===== src/rtl/game_round_sequencer_pkg.sv =====
// Shared types and widths for the round sequencer and the blocks that
// consume its outputs (wall datapath, HUD overlay).
package game_round_sequencer_pkg;

  typedef enum logic [2:0] {
    ST_IDLE      = 3'd0,
    ST_COUNTDOWN = 3'd1,
    ST_PLAYING   = 3'd2,
    ST_CLEAR     = 3'd3,
    ST_HIT       = 3'd4,
    ST_WON       = 3'd5,
    ST_LOST      = 3'd6
  } state_e;

  localparam int STATE_W = 3;
  localparam int ROUND_W = 3;      // displayed round count
  localparam int ROUND_CNT_W = 4;  // internal round counter, MAX_ROUNDS up to 15
  localparam int LIVES_W = 3;
  localparam int WIDX_W  = 4;
  localparam int FPT_W   = 4;
  localparam int TMR_W   = 8;

endpackage


===== src/rtl/game_round_sequencer_if.sv =====
// Control/status bundle between the round sequencer and its surroundings.
//   start_in, new_frame_in, collision_in, wall_done_in : requests into the FSM
//   state_out .. countdown_out                          : registered FSM status
// slave  : the sequencer side.
// master : the side driving requests and observing status.
interface game_round_sequencer_if;
  import game_round_sequencer_pkg::*;

  logic               start_in;
  logic               new_frame_in;
  logic               collision_in;
  logic               wall_done_in;
  logic [STATE_W-1:0] state_out;
  logic [WIDX_W-1:0]  wall_idx_out;
  logic [FPT_W-1:0]   frames_per_tick_out;
  logic               wall_run_out;
  logic               wall_rst_out;
  logic [ROUND_W-1:0] round_out;
  logic [LIVES_W-1:0] lives_out;
  logic [TMR_W-1:0]   countdown_out;

  modport slave (
    input  start_in, new_frame_in, collision_in, wall_done_in,
    output state_out, wall_idx_out, frames_per_tick_out, wall_run_out,
           wall_rst_out, round_out, lives_out, countdown_out
  );

  modport master (
    output start_in, new_frame_in, collision_in, wall_done_in,
    input  state_out, wall_idx_out, frames_per_tick_out, wall_run_out,
           wall_rst_out, round_out, lives_out, countdown_out
  );
endinterface


===== src/rtl/game_round_sequencer_frame_timer.sv =====
// Phase timer counting frames rather than cycles.
//   load_i/load_val_i : preset count (wins over a same-cycle frame pulse)
//   new_frame_in      : decrements a non-zero count
//   cnt_o             : remaining frames, for display
//   expire_o          : frame pulse arriving while the count is already 0
module game_round_sequencer_frame_timer
  import game_round_sequencer_pkg::*;
#(
  parameter int W = TMR_W
) (
  input  logic         clk_in,
  input  logic         rst_in,
  input  logic         load_i,
  input  logic [W-1:0] load_val_i,
  input  logic         new_frame_in,
  output logic [W-1:0] cnt_o,
  output logic         expire_o
);
  logic [W-1:0] cnt_q;

  always_ff @(posedge clk_in or posedge rst_in) begin
    if (rst_in)                            cnt_q <= '0;
    else if (load_i)                       cnt_q <= load_val_i;
    else if (new_frame_in && cnt_q != '0)  cnt_q <= cnt_q - W'(1);
  end

  // A load of N-1 therefore expires on the N-th frame pulse.
  assign expire_o = new_frame_in && (cnt_q == '0);
  assign cnt_o    = cnt_q;
endmodule


===== src/rtl/game_round_sequencer.sv =====
// Round scheduler for the hole-in-the-wall game: countdown, play, result
// phases, lives/score/wall/speed bookkeeping, wall depth reset pulses.
//   clk_in, rst_in : clock, async active-high reset
//   bus            : requests in / registered status out (see interface)
module game_round_sequencer
  import game_round_sequencer_pkg::*;
#(
  parameter int NUM_WALLS             = 10,
  parameter int MAX_ROUNDS            = 5,
  parameter int START_LIVES           = 3,
  parameter int START_FRAMES_PER_TICK = 15,
  parameter int MIN_FRAMES_PER_TICK   = 3,
  parameter int SPEEDUP_STEP          = 2,
  parameter int COUNTDOWN_FRAMES      = 180,
  parameter int RESULT_FRAMES         = 60
) (
  input  logic                   clk_in,
  input  logic                   rst_in,
  game_round_sequencer_if.slave  bus
);
  localparam logic [STATE_W-1:0] S_IDLE      = ST_IDLE;
  localparam logic [STATE_W-1:0] S_COUNTDOWN = ST_COUNTDOWN;
  localparam logic [STATE_W-1:0] S_PLAYING   = ST_PLAYING;
  localparam logic [STATE_W-1:0] S_CLEAR     = ST_CLEAR;
  localparam logic [STATE_W-1:0] S_HIT       = ST_HIT;
  localparam logic [STATE_W-1:0] S_WON       = ST_WON;
  localparam logic [STATE_W-1:0] S_LOST      = ST_LOST;

  localparam logic [TMR_W-1:0]       CD_LOAD    = TMR_W'(COUNTDOWN_FRAMES - 1);
  localparam logic [TMR_W-1:0]       RES_LOAD   = TMR_W'(RESULT_FRAMES - 1);
  localparam logic [FPT_W-1:0]       FPT_START  = FPT_W'(START_FRAMES_PER_TICK);
  localparam logic [FPT_W-1:0]       FPT_MIN    = FPT_W'(MIN_FRAMES_PER_TICK);
  localparam logic [FPT_W-1:0]       FPT_STEP   = FPT_W'(SPEEDUP_STEP);
  // Subtracting is safe only from at least floor+step; below that, clamp.
  localparam logic [FPT_W:0]         FPT_SAT    = (FPT_W+1)'(MIN_FRAMES_PER_TICK + SPEEDUP_STEP);
  localparam logic [LIVES_W-1:0]     LIVES_INIT = LIVES_W'(START_LIVES);
  localparam logic [WIDX_W-1:0]      WIDX_LAST  = WIDX_W'(NUM_WALLS - 1);
  localparam logic [ROUND_CNT_W-1:0] ROUND_WIN  = ROUND_CNT_W'(MAX_ROUNDS);

  logic [STATE_W-1:0]     state_q, state_d;
  logic [ROUND_CNT_W-1:0] round_q, round_d;
  logic [LIVES_W-1:0]     lives_q, lives_d;
  logic [WIDX_W-1:0]      widx_q, widx_d;
  logic [FPT_W-1:0]       fpt_q, fpt_d;
  logic                   wall_rst_q, wall_rst_d;
  logic                   wall_run_q;

  logic                   tmr_load, tmr_exp;
  logic [TMR_W-1:0]       tmr_val, tmr_cnt;

  game_round_sequencer_frame_timer #(.W(TMR_W)) u_frame_timer (
    .clk_in       (clk_in),
    .rst_in       (rst_in),
    .load_i       (tmr_load),
    .load_val_i   (tmr_val),
    .new_frame_in (bus.new_frame_in),
    .cnt_o        (tmr_cnt),
    .expire_o     (tmr_exp)
  );

  always_comb begin
    state_d    = state_q;
    round_d    = round_q;
    lives_d    = lives_q;
    widx_d     = widx_q;
    fpt_d      = fpt_q;
    wall_rst_d = 1'b0;
    tmr_load   = 1'b0;
    tmr_val    = CD_LOAD;
    case (state_q)
      S_IDLE, S_WON, S_LOST: if (bus.start_in) begin
        state_d    = S_COUNTDOWN;
        round_d    = '0;
        lives_d    = LIVES_INIT;
        widx_d     = '0;
        fpt_d      = FPT_START;
        tmr_load   = 1'b1;
        wall_rst_d = 1'b1;
      end
      S_COUNTDOWN: if (tmr_exp) begin
        state_d    = S_PLAYING;
        wall_rst_d = 1'b1;
      end
      S_PLAYING: begin
        // collision wins over a same-cycle wall_done
        if (bus.collision_in) begin
          state_d  = S_HIT;
          lives_d  = lives_q - LIVES_W'(1);
          tmr_load = 1'b1;
          tmr_val  = RES_LOAD;
        end else if (bus.wall_done_in) begin
          state_d  = S_CLEAR;
          round_d  = round_q + ROUND_CNT_W'(1);
          tmr_load = 1'b1;
          tmr_val  = RES_LOAD;
        end
      end
      S_HIT: if (tmr_exp) begin
        if (lives_q == '0) state_d = S_LOST;
        else begin
          state_d    = S_COUNTDOWN;
          tmr_load   = 1'b1;
          wall_rst_d = 1'b1;
        end
      end
      S_CLEAR: if (tmr_exp) begin
        if (round_q == ROUND_WIN) state_d = S_WON;
        else begin
          widx_d     = (widx_q == WIDX_LAST) ? '0 : widx_q + WIDX_W'(1);
          fpt_d      = ({1'b0, fpt_q} >= FPT_SAT) ? fpt_q - FPT_STEP : FPT_MIN;
          state_d    = S_COUNTDOWN;
          tmr_load   = 1'b1;
          wall_rst_d = 1'b1;
        end
      end
      default: state_d = S_IDLE;
    endcase
  end

  always_ff @(posedge clk_in or posedge rst_in) begin
    if (rst_in) begin
      state_q    <= S_IDLE;
      round_q    <= '0;
      lives_q    <= LIVES_INIT;
      widx_q     <= '0;
      fpt_q      <= FPT_START;
      wall_rst_q <= 1'b0;
      wall_run_q <= 1'b0;
    end else begin
      state_q    <= state_d;
      round_q    <= round_d;
      lives_q    <= lives_d;
      widx_q     <= widx_d;
      fpt_q      <= fpt_d;
      wall_rst_q <= wall_rst_d;
      wall_run_q <= (state_d == S_PLAYING);
    end
  end

  assign bus.state_out           = state_q;
  assign bus.wall_idx_out        = widx_q;
  assign bus.frames_per_tick_out = fpt_q;
  assign bus.wall_run_out        = wall_run_q;
  assign bus.wall_rst_out        = wall_rst_q;
  // Display shows the low bits; the full count decides the win.
  assign bus.round_out           = round_q[ROUND_W-1:0];
  assign bus.lives_out           = lives_q;
  assign bus.countdown_out       = tmr_cnt;
endmodule

===== src/flat_wrapper.sv =====
// flat-port wrapper written by rule: the top's interface ports become plain ports
module game_round_sequencer_flat import game_round_sequencer_pkg::*;
#(
  parameter int NUM_WALLS             = 10,
  parameter int MAX_ROUNDS            = 5,
  parameter int START_LIVES           = 3,
  parameter int START_FRAMES_PER_TICK = 15,
  parameter int MIN_FRAMES_PER_TICK   = 3,
  parameter int SPEEDUP_STEP          = 2,
  parameter int COUNTDOWN_FRAMES      = 180,
  parameter int RESULT_FRAMES         = 60
)
  (clk_in, rst_in, bus_start_in, bus_new_frame_in, bus_collision_in, bus_wall_done_in, bus_state_out, bus_wall_idx_out, bus_frames_per_tick_out, bus_wall_run_out, bus_wall_rst_out, bus_round_out, bus_lives_out, bus_countdown_out);
  game_round_sequencer_if bus_i ();
  input  logic clk_in;
  input  logic rst_in;
  input wire logic [$bits(bus_i.start_in)-1:0] bus_start_in;
  input wire logic [$bits(bus_i.new_frame_in)-1:0] bus_new_frame_in;
  input wire logic [$bits(bus_i.collision_in)-1:0] bus_collision_in;
  input wire logic [$bits(bus_i.wall_done_in)-1:0] bus_wall_done_in;
  output wire logic [$bits(bus_i.state_out)-1:0] bus_state_out;
  output wire logic [$bits(bus_i.wall_idx_out)-1:0] bus_wall_idx_out;
  output wire logic [$bits(bus_i.frames_per_tick_out)-1:0] bus_frames_per_tick_out;
  output wire logic [$bits(bus_i.wall_run_out)-1:0] bus_wall_run_out;
  output wire logic [$bits(bus_i.wall_rst_out)-1:0] bus_wall_rst_out;
  output wire logic [$bits(bus_i.round_out)-1:0] bus_round_out;
  output wire logic [$bits(bus_i.lives_out)-1:0] bus_lives_out;
  output wire logic [$bits(bus_i.countdown_out)-1:0] bus_countdown_out;
  assign bus_i.start_in = bus_start_in;
  assign bus_i.new_frame_in = bus_new_frame_in;
  assign bus_i.collision_in = bus_collision_in;
  assign bus_i.wall_done_in = bus_wall_done_in;
  assign bus_state_out = bus_i.state_out;
  assign bus_wall_idx_out = bus_i.wall_idx_out;
  assign bus_frames_per_tick_out = bus_i.frames_per_tick_out;
  assign bus_wall_run_out = bus_i.wall_run_out;
  assign bus_wall_rst_out = bus_i.wall_rst_out;
  assign bus_round_out = bus_i.round_out;
  assign bus_lives_out = bus_i.lives_out;
  assign bus_countdown_out = bus_i.countdown_out;
  game_round_sequencer #(.NUM_WALLS(NUM_WALLS), .MAX_ROUNDS(MAX_ROUNDS), .START_LIVES(START_LIVES), .START_FRAMES_PER_TICK(START_FRAMES_PER_TICK), .MIN_FRAMES_PER_TICK(MIN_FRAMES_PER_TICK), .SPEEDUP_STEP(SPEEDUP_STEP), .COUNTDOWN_FRAMES(COUNTDOWN_FRAMES), .RESULT_FRAMES(RESULT_FRAMES)) u_core (.clk_in(clk_in), .rst_in(rst_in), .bus(bus_i));
endmodule

===== config.mk =====
export PLATFORM = sky130hd
export DESIGN_NAME = game_round_sequencer_flat
export DESIGN_NICKNAME = d
export VERILOG_FILES = /design/src/rtl/game_round_sequencer_pkg.sv /design/src/rtl/game_round_sequencer_if.sv /design/src/rtl/game_round_sequencer_frame_timer.sv /design/src/rtl/game_round_sequencer.sv /design/src/flat_wrapper.sv
export SDC_FILE = /design/constraint.sdc
export NUM_CORES = 1
export LEC_CHECK = 0
export CELL_PAD_IN_SITES_DETAIL_PLACEMENT = 0
export CELL_PAD_IN_SITES_GLOBAL_PLACEMENT = 1
export CORE_MARGIN = 2
export CORE_UTILIZATION = 35
export DETAILED_ROUTE_END_ITERATION = 7
export GPL_TIMING_DRIVEN = 0
export PLACE_DENSITY = 0.72
export SETUP_SLACK_MARGIN = 0.3
export SKIP_CTS_REPAIR_TIMING = 1
export SYNTH_ARGS = -nofsm -noshare
export SYNTH_HDL_FRONTEND = slang
export SYNTH_SLANG_ARGS = --single-unit

===== constraint.sdc =====
create_clock -name clk_in -period 2.8 [get_ports clk_in]
set_input_delay 0.56 -clock clk_in [delete_from_list [all_inputs] [get_ports clk_in]]
set_output_delay 0.56 -clock clk_in [all_outputs]
set_load 0.01 [all_outputs]

Word-level counts from Yosys, hierarchy flattened. Index checks and enable logic that the tools add are counted.

Register bits: 28. Output and inout port bits: 27. Logic and storage cells: 82.

$add $sub $neg: 5. Order comparisons: 1. Equality and inequality tests: 15. Multiplexer cells: 40. Reductions and logical operators: 13.

Operators by type and width (count): 4-bit 2-to-1 mux (10); 8-bit 2-to-1 mux (5); 3-bit 2-to-1 mux (10); 4-bit case mux with 2 select lines (3); 3-bit case mux with 5 select lines (1); 2-bit inequality test, second input constant (5); 3-bit by 2-bit == test with 1-bit output, second input constant (3); 3-bit == test, second input constant (3); 4-bit by 1-bit adder with 4-bit output, second input constant (2); 8-bit logical NOT (1); 1-bit 2-to-1 mux (8); 1-bit case mux with 4 select lines (2); 4-bit AND reduction (2); 8-bit nonzero test (1); 8-bit by 1-bit subtractor with 8-bit output, second input constant (1); 3-bit logical NOT (2); 3-bit case mux with 2 select lines (1); 2-bit nonzero test (3); 4-bit by 3-bit == test with 1-bit output, second input constant (1); 4-bit == test, second input constant (1); 4-bit by 3-bit >= comparator with 1-bit output, second input constant (1); 4-bit by 2-bit subtractor with 4-bit output, second input constant (1); 3-bit by 1-bit == test with 1-bit output, second input constant (1); 3-bit AND reduction (1); other kinds (4) (5).

Longest topological paths before layout. Gate-level depths: netlist of run 1.

Word-level depth: 5. Gate-level depth with buffers: 7.

Modules after synthesis. Synthesis of run 1 repeated with hierarchy kept, for this count alone.

Cells, all modules: 193. Area, all modules: 1814.2 µm².

Modules (own cells, without submodules): game_round_sequencer (instances 1, cells an instance 134, area an instance 1310.0 µm², sequential area each 508.0 µm²); game_round_sequencer_frame_timer (instances 1, cells an instance 59, area an instance 504.2 µm², sequential area each 200.2 µm²).

Least setup slack after synthesis of run 1. No wires, ideal clock.

Path type: register -> register. From: register u_core.u_frame_timer.cnt_q[0] (netlist: u_core.u_frame_timer.cnt_o[0]). To: register u_core.widx_q[3] (netlist: u_core.bus.wall_idx_out[3]). Arrival: 2.282 ns. Setup slack: 0.397 ns. Stages on the path, launching flop included: 8. Buffers on the path: 1. Period minus slack after synthesis: 2.403 ns. Path through: dfrtp_1 > inv_1 > ha_1 > or4b_4 > or4_1 > buf_2 > a22o_1 > a32o_1.

Word-level cells in the longest chain between the ends: 4.

Ends and longest elaborated chain: start, declared (line game_round_sequencer_frame_timer.sv:19) `logic [W-1:0] cnt_q;`; start signal, assigned (line game_round_sequencer_frame_timer.sv:23) `else if (load_i) cnt_q <= load_val_i;`; start signal, assigned (line game_round_sequencer_frame_timer.sv:24) `else if (new_frame_in && cnt_q != '0) cnt_q <= cnt_q - W'(1);`; 8-bit logical NOT (line game_round_sequencer_frame_timer.sv:28) `assign expire_o = new_frame_in && (cnt_q == '0);`; 1-bit logical AND (line game_round_sequencer_frame_timer.sv:28); 2-bit by 1-bit inequality test with 1-bit output (no line); 4-bit AND reduction (no line); end signal, assigned (line game_round_sequencer.sv:133) `widx_q <= widx_d;`; end, declared (line game_round_sequencer.sv:43) `logic [WIDX_W-1:0] widx_q, widx_d;`.

No other way between the ends. A chain may end at the register's enable or synchronous reset.

Final worst setup path of run 1. Same ends and word-level chain as after synthesis.

==> results of run 1 <==
-- critical path, delay by kind of cell (launching register included) --
family	cells	cell delay [ns]
and+or+nand+nor	2	1.03
AOI/OAI and AO/OA	2	0.43
DFF	1	0.43
buffers and inverters	2	0.29
adders and majority gates	1	0.15
-- cell usage after synthesis (all sizes together), types with 4 or more instances --
library cell  count  share of area
a21oi             6          0.017
o21ai             9          0.026
dfrtp            22           0.31
buf               5          0.019
nand2            13          0.028
o211ai            4          0.017
nor2b             5          0.018
inv              16          0.034
dfstp             6          0.090
xor2              5          0.025
clkbuf            4         0.0086
nor2             11          0.024
nor3              4          0.011
ha                9          0.064
nand3            12          0.034
-- metal layers --
| metal | up-vias | wire (um) | GRT usage |
|---|---|---|---|
| met3 | 5 | 134 | 0.0268 |
| met1 | 711 | 2150 | 0.231 |
| met2 | 27 | 1790 | 0.246 |
| met4 | 0 | 60 | 0.0536 |
| met5 | - | 0 | 0 |
| li1 | 771 | - | - |
-- report_power, final --
group | internal, mW | leakage, nW | switching (mW) | total, mW
clock network | 0.102 | 0.0228 | 0.132 | 0.234
logic | 0.245 | 0.609 | 0.248 | 0.494
registers | 0.462 | 0.345 | 0.0662 | 0.528
-- layout by cell type (no fill, tap or decap), types with 6 or more instances in the layout --
| master | synthesis | final |
|---|---|---|
| clkdlybuf4s50_1 | 0 | 31 |
| dfrtp_1 | 22 | 22 |
| inv_1 | 16 | 14 |
| nand2_1 | 13 | 13 |
| nand3_1 | 12 | 12 |
| nor2_1 | 11 | 11 |
| o21ai_0 | 9 | 9 |
| ha_1 | 9 | 8 |
| buf_4 | 3 | 7 |
| a21oi_1 | 6 | 6 |
| dfstp_2 | 6 | 6 |
-- sequential cells by signal (all words and copies together) (netlist names) --
name,count
u_core.bus.lives_out,3
u_core.bus.wall_rst_out,1
u_core.bus.wall_run_out,1
u_core.round_q,4
u_core.u_frame_timer.cnt_o,8
u_core.bus.wall_idx_out,4
u_core.bus.frames_per_tick_out,4
u_core.bus.state_out,3
-- path summary, 6_finish.rpt --
| check | end | slack (ns) | cells after the start |
|---|---|---|---|
| worst max-delay path | u_core.bus.wall_idx_out[3] | 0.38 | 7 |
| worst min-delay path | u_core.bus.lives_out[1] | 0.52 | 2 |
| worst max register to register | u_core.bus.wall_idx_out[3] | 0.38 | 7 |
| worst min register to register | u_core.bus.lives_out[1] | 0.52 | 2 |
| max in group asynchronous | u_core.bus.lives_out[2] | 1.31 | 2 |
| min in group asynchronous | u_core.u_frame_timer.cnt_o[5] | 0.84 | 2 |
-- metrics by stage --
step                      utilization  setup WS, ns  power (mW)  std cells  hold slack [ns]
after detailed placement        0.450        -0.165       0.985        288            0.512
final                           0.471         0.380        1.26        295            0.518
after CTS                       0.460         0.128        1.22        292            0.527
after global placement          0.450        -0.180       0.988        288            0.503
after floorplan                     -         0.397       0.794        189            0.497
after global routing            0.471         0.317        1.34        295            0.551
-- final cells by class --
cell class	instances	area, um2
Fill cell	482	2530
Multi-Input combinational cell	136	962
Sequential cell	28	708
Timing Repair Buffer	35	345
Tap cell	67	83.8
Inverter	16	60.1
Buffer	9	50.0
Clock buffer	4	45.0
-- kinds of logic (layout without fill, tap and decap cells) --
kind of cell / Yosys count / in the layout / synth area share
compound gates: 45 / 45 / 0.178
buf+inv: 25 / 64 / 0.0615
xor+xnor: 7 / 7 / 0.0350
flops: 28 / 28 / 0.405
simple gates: 75 / 75 / 0.257
fa+ha+maj: 9 / 9 / 0.0643
==> summary.md, run 1 <==
| Metric | Value |
|---|---|
| Sequential fraction of the synthesis area | 0.405 |
| Total Routing Usage GR | 0.160 |
| Endpoints failing hold | 0 |
| Worst-Margin Slew | ~1.1 ns |
| Area growth from synthesis to layout | 28.8% |
| Critical Path RT | between 2 and 3 ns |
| Max H-tree Level | 1 |
| Post-synth top flop | dfrtp_1 |
| Avg Inst Size Synth | around 9.3 um2 |
| GRT overflow | 0 |
| Cells after Synth | about 190 |
| Slowest cell delay on critical path | between 0.5 and 0.6 ns |
| CTS max path bufs | 2 |
| Min cycle time layout | 2.42 ns |
| Die ar. | between 5000 and 6000 um2 |
| Worst hold-check path type | reg -> reg |
| Max-slew violations | 0 |
| DR vias/cell | around 5.1 |
| Number of remaining DRC errors | 0 |
| Number of synthesized flops with an enable pin | 0 |
| Synthesized flop and latch total | 28 |
| TritonRoute pass-1 iters | 4 |
| Final setup viols | 0 |
| CP Launch Point | u_core.u_frame_timer.cnt_o[0] |
| CORE AREA | 4790 um2 |
| First-pass GRT wire length | about 6.9 mm |
| Final setup TNS | 0 ns |
| DIE HEIGHT | 74.7 um |
| Status | completed |
| Static leakage | 0.977 nW |
| Yosys warnings | 0 |
| Post-route ant nets | 0 |
| Clk root buf | clkbuf_8 |
| Slowest-stage cell, CP | or4_1 |
| CTS tree | done |
| Post-placement cell area | ~2200 um2 |
| Antenna Cells | 0 |
| RSZ-0062 raised after global routing | no |
| Design area | around 2300 um2 |
| Die width | around 75 um |
| I/O Pins | 33 |
| Crit path capture type | register |
| Crit-path cells | inv_2, ha_4, or4b_4, or4_1, buf_4, a22o_1, a32o_1 |
| Final wirelength | around 4.1 mm |
| Critical path startpoint category | register |
| WP data arrival | 2.60 ns |
| Vias in the first global route | 1440 |
| Hpwl dp | 2.97 mm |
| Post-synthesis cell type count | 49 |
| Clock Sinks | 28 |
| Largest net degree at the start of global routing | 29 |
| Final worst path period share | 0.864 |
| FF-to-FF Start | u_core.u_frame_timer.cnt_o[0] |
| Initial antenna violation count | 0 |
| Port bufs | 32 |
| Share of layout cells above drive strength 1 | 0.118 |
| Slew Limit Headroom | 0.279 |
| Starting Density | 0.366 |
| Critical path class | reg -> reg |
| Clk Latency, worst-skew pair | about 0.28 ns |
| Power Density | 557 nW/um2 |
| Post-DR wirelength/cell | 14.0 um |
| Max-Cap Viols | 0 |
| Total CTS buffers | 3 |
| Crit path max fanout | 6 |
| Initial DRC Count | between 40 and 50 |
| Ys async rst share | 1.00 |
| Synthesized area | 1750 um2 |
| Final-stage net count | roughly 240 |
| Reg clk slew, reported paths | ~0.10 ns |
| Clk_skew | ~0.0033 ns |
| GP Congestion | between 0.7 and 0.8 |
| Max rail drop VDD | between 0.0003 and 0.0004 V |
| Cell Rows | 25 |
| HP Start | u_core.bus.lives_out[1] |
| Syn nets | around 200 |
| Max Clock Freq | between 400 and 500 MHz |
| Vias | around 1500 |
Note: power is estimated with default switching activity, not from simulation.
==> run 2: changes to the inputs <==
--- a/config.mk
+++ b/config.mk
@@ -5,6 +5,7 @@
 export SDC_FILE = /design/constraint.sdc
 export NUM_CORES = 1
 export LEC_CHECK = 0
+export CAP_MARGIN = 0
 export CELL_PAD_IN_SITES_DETAIL_PLACEMENT = 0
 export CELL_PAD_IN_SITES_GLOBAL_PLACEMENT = 1
 export CORE_MARGIN = 2
==> results of run 2 <==
The final DEF is identical to that of run 1; final timing and power are the same.
==> run 3: changes to the inputs <==
--- a/config.mk
+++ b/config.mk
@@ -12,7 +12,7 @@
 export CORE_UTILIZATION = 35
 export DETAILED_ROUTE_END_ITERATION = 7
 export GPL_TIMING_DRIVEN = 0
-export PLACE_DENSITY = 0.72
+export PLACE_DENSITY = 0.69
 export SETUP_SLACK_MARGIN = 0.3
 export SKIP_CTS_REPAIR_TIMING = 1
 export SYNTH_ARGS = -nofsm -noshare
==> run 3 against run 2 <==
  * Largest cell class unchanged
  * Via count increased by 4.3%
  * Die area unchanged
  * Maximum frequency decreased by 1.1%
  * Hold slack improved by 0.010 ns
  * Power increased by 1.7%
==> summary.md, run 3 (synthesis results as in run 1) <==
| Metric | Value |
|---|---|
| Status | completed |
| Post-placement cell count | between 200 and 300 |
| Slowest-stage cell, CP | or4_1 |
| Max-Cap Viols | 0 |
| Starting Density | 0.366 |
| Most frequent cells in the layout | 31 x clkdlybuf4s50_1, 22 x dfrtp_1, 15 x inv_1, 13 x nand2_1, 12 x nand3_1 |
| Vias | 1579 |
| Post-route ant nets | 0 |
| Die ar. | around 5600 um2 |
| Max H-tree Level | 1 |
| Design area | approximately 2300 um2 |
| Largest net degree at the start of global routing | 29 |
| Post-DR wirelength/cell | about 15 um |
| Final setup TNS | 0 ns |
| Max-slew violations | 0 |
| DIE HEIGHT | 74.7 um |
| Post-placement cell area | 2150 um2 |
| Cell Rows | 25 |
| CORE AREA | around 4800 um2 |
| Max reg flops | 8 |
| Number of remaining DRC errors | 0 |
| Die width | around 75 um |
| GRT overflow | 0 |
| Hpwl dp | 3.07 mm |
| Hold Worst Slack | ~0.53 ns |
| DR vias/cell | about 5.3 |
| Cell family with most CP delay | simple AND/OR/NAND/NOR gates |
| Critical path class | reg -> reg |
| Reg clk slew, reported paths | about 0.1 ns |
| Critical path startpoint category | register |
| CTS tree | done |
| Clk root buf | clkbuf_8 |
| Crit path capture type | register |
| Final core utilization | 0.472 |
| Final setup viols | 0 |
| Port bufs | 32 |
| Final-stage net count | roughly 250 |
| Total CTS buffers | 3 |
| Crit path buf inv count | 2 |
| Crit-path cells | inv_2, ha_4, or4b_4, or4_1, buf_2, a22o_1, a32o_1 |
| CTS max path bufs | 2 |
| Pre-CTS WS | -0.186 ns |
| Max Clock Freq | roughly 410 MHz |
| Endpoints failing hold | 0 |
| Slew Limit Headroom | 0.270 |
| Power Density | 565 nW/um2 |
| Worst hold-check path type | reg -> reg |
| Commonest non-fill, non-tap cell in the layout | clkdlybuf4s50_1 |
| Total Routing Usage GR | 0.161 |
| RSZ-0062 raised after global routing | no |
| Slowest cell delay on critical path | between 0.5 and 0.6 ns |
| Final Power | around 1.3 mW |
| Share of layout cells above drive strength 1 | 0.118 |
| Clk_skew | ~0.0097 ns |
| Final worst path period share | 0.874 |
| Critical Path RT | 2.97 ns |
| Clk Latency, worst-skew pair | roughly 0.27 ns |
| Finished Layout Cells | 296 |
| GP Congestion | between 0.8 and 0.9 |
| Min cycle time layout | between 2 and 2.5 ns |
| Max rail drop VDD | ~0.00033 V |
| WP data arrival | 2.62 ns |
| Clock Sinks | 28 |
| Final wirelength | ~4.3 mm |
| Crit path max fanout | 6 |
| Area growth from synthesis to layout | 29.1% |
| Vias in the first global route | roughly 1500 |
| Worst-Margin Slew | between 1 and 1.5 ns |
| Static leakage | approximately 0.98 nW |
| TritonRoute pass-1 iters | 5 |
| Post-layout worst setup margin | 0.352 ns |
| Initial DRC Count | 62 |
| I/O Pins | 33 |
| Antenna Cells | 0 |
| Initial antenna violation count | 0 |
| First-pass GRT wire length | about 7 mm |
==> run 3: changes by cell type in the layout (fill, tap and decap cells not counted) <==
cell | previous run | this run
inv_1 | 14 | 15
inv_2 | 2 | 1
buf_2 | 1 | 2
==> run 3: metal layers <==
metal	GRT usage	wire length, um	vias to the layer above
met4	0.0377	25	0
met2	0.262	2070	32
met3	0.0201	141	2
met1	0.229	2080	774
met5	0	0	-
li1	-	-	771
==> run 3: worst min-delay path: stages, from the launching register on <==
cell      delay (ns)
dfstp_2         0.39
nand2_1         0.05
o211ai_1        0.09
==> run 3: power breakdown <==
part           total (mW)  internal, mW  switching, mW  leakage, nW
Sequential          0.528         0.462         0.0659        0.345
Combinational       0.521         0.263          0.258        0.614
Clock               0.228         0.102          0.126       0.0228
==> run 3: worst paths after layout <==
kind / depth (start not counted) / slack [ns] / from / to
max: 7 / 0.35 / u_core.u_frame_timer.cnt_o[0] / u_core.bus.wall_idx_out[3]
min: 2 / 0.53 / u_core.bus.lives_out[1] / u_core.bus.lives_out[1]
max reg2reg: 7 / 0.35 / u_core.u_frame_timer.cnt_o[0] / u_core.bus.wall_idx_out[3]
min reg2reg: 2 / 0.53 / u_core.bus.lives_out[1] / u_core.bus.lives_out[1]
max in group asynchronous: 2 / 1.29 / rst_in / u_core.bus.state_out[0]
min in group asynchronous: 2 / 0.86 / rst_in / u_core.bus.wall_idx_out[1]
==> run 3: cell type report <==
type / count / area [um2]
inverter: 16 / 60.1
timing repair buffer: 36 / 353
fill: 481 / 2530
tap: 67 / 83.8
multi-input combinational: 136 / 962
sequential: 28 / 708
clock buffer: 4 / 45.0
buffer: 9 / 47.5
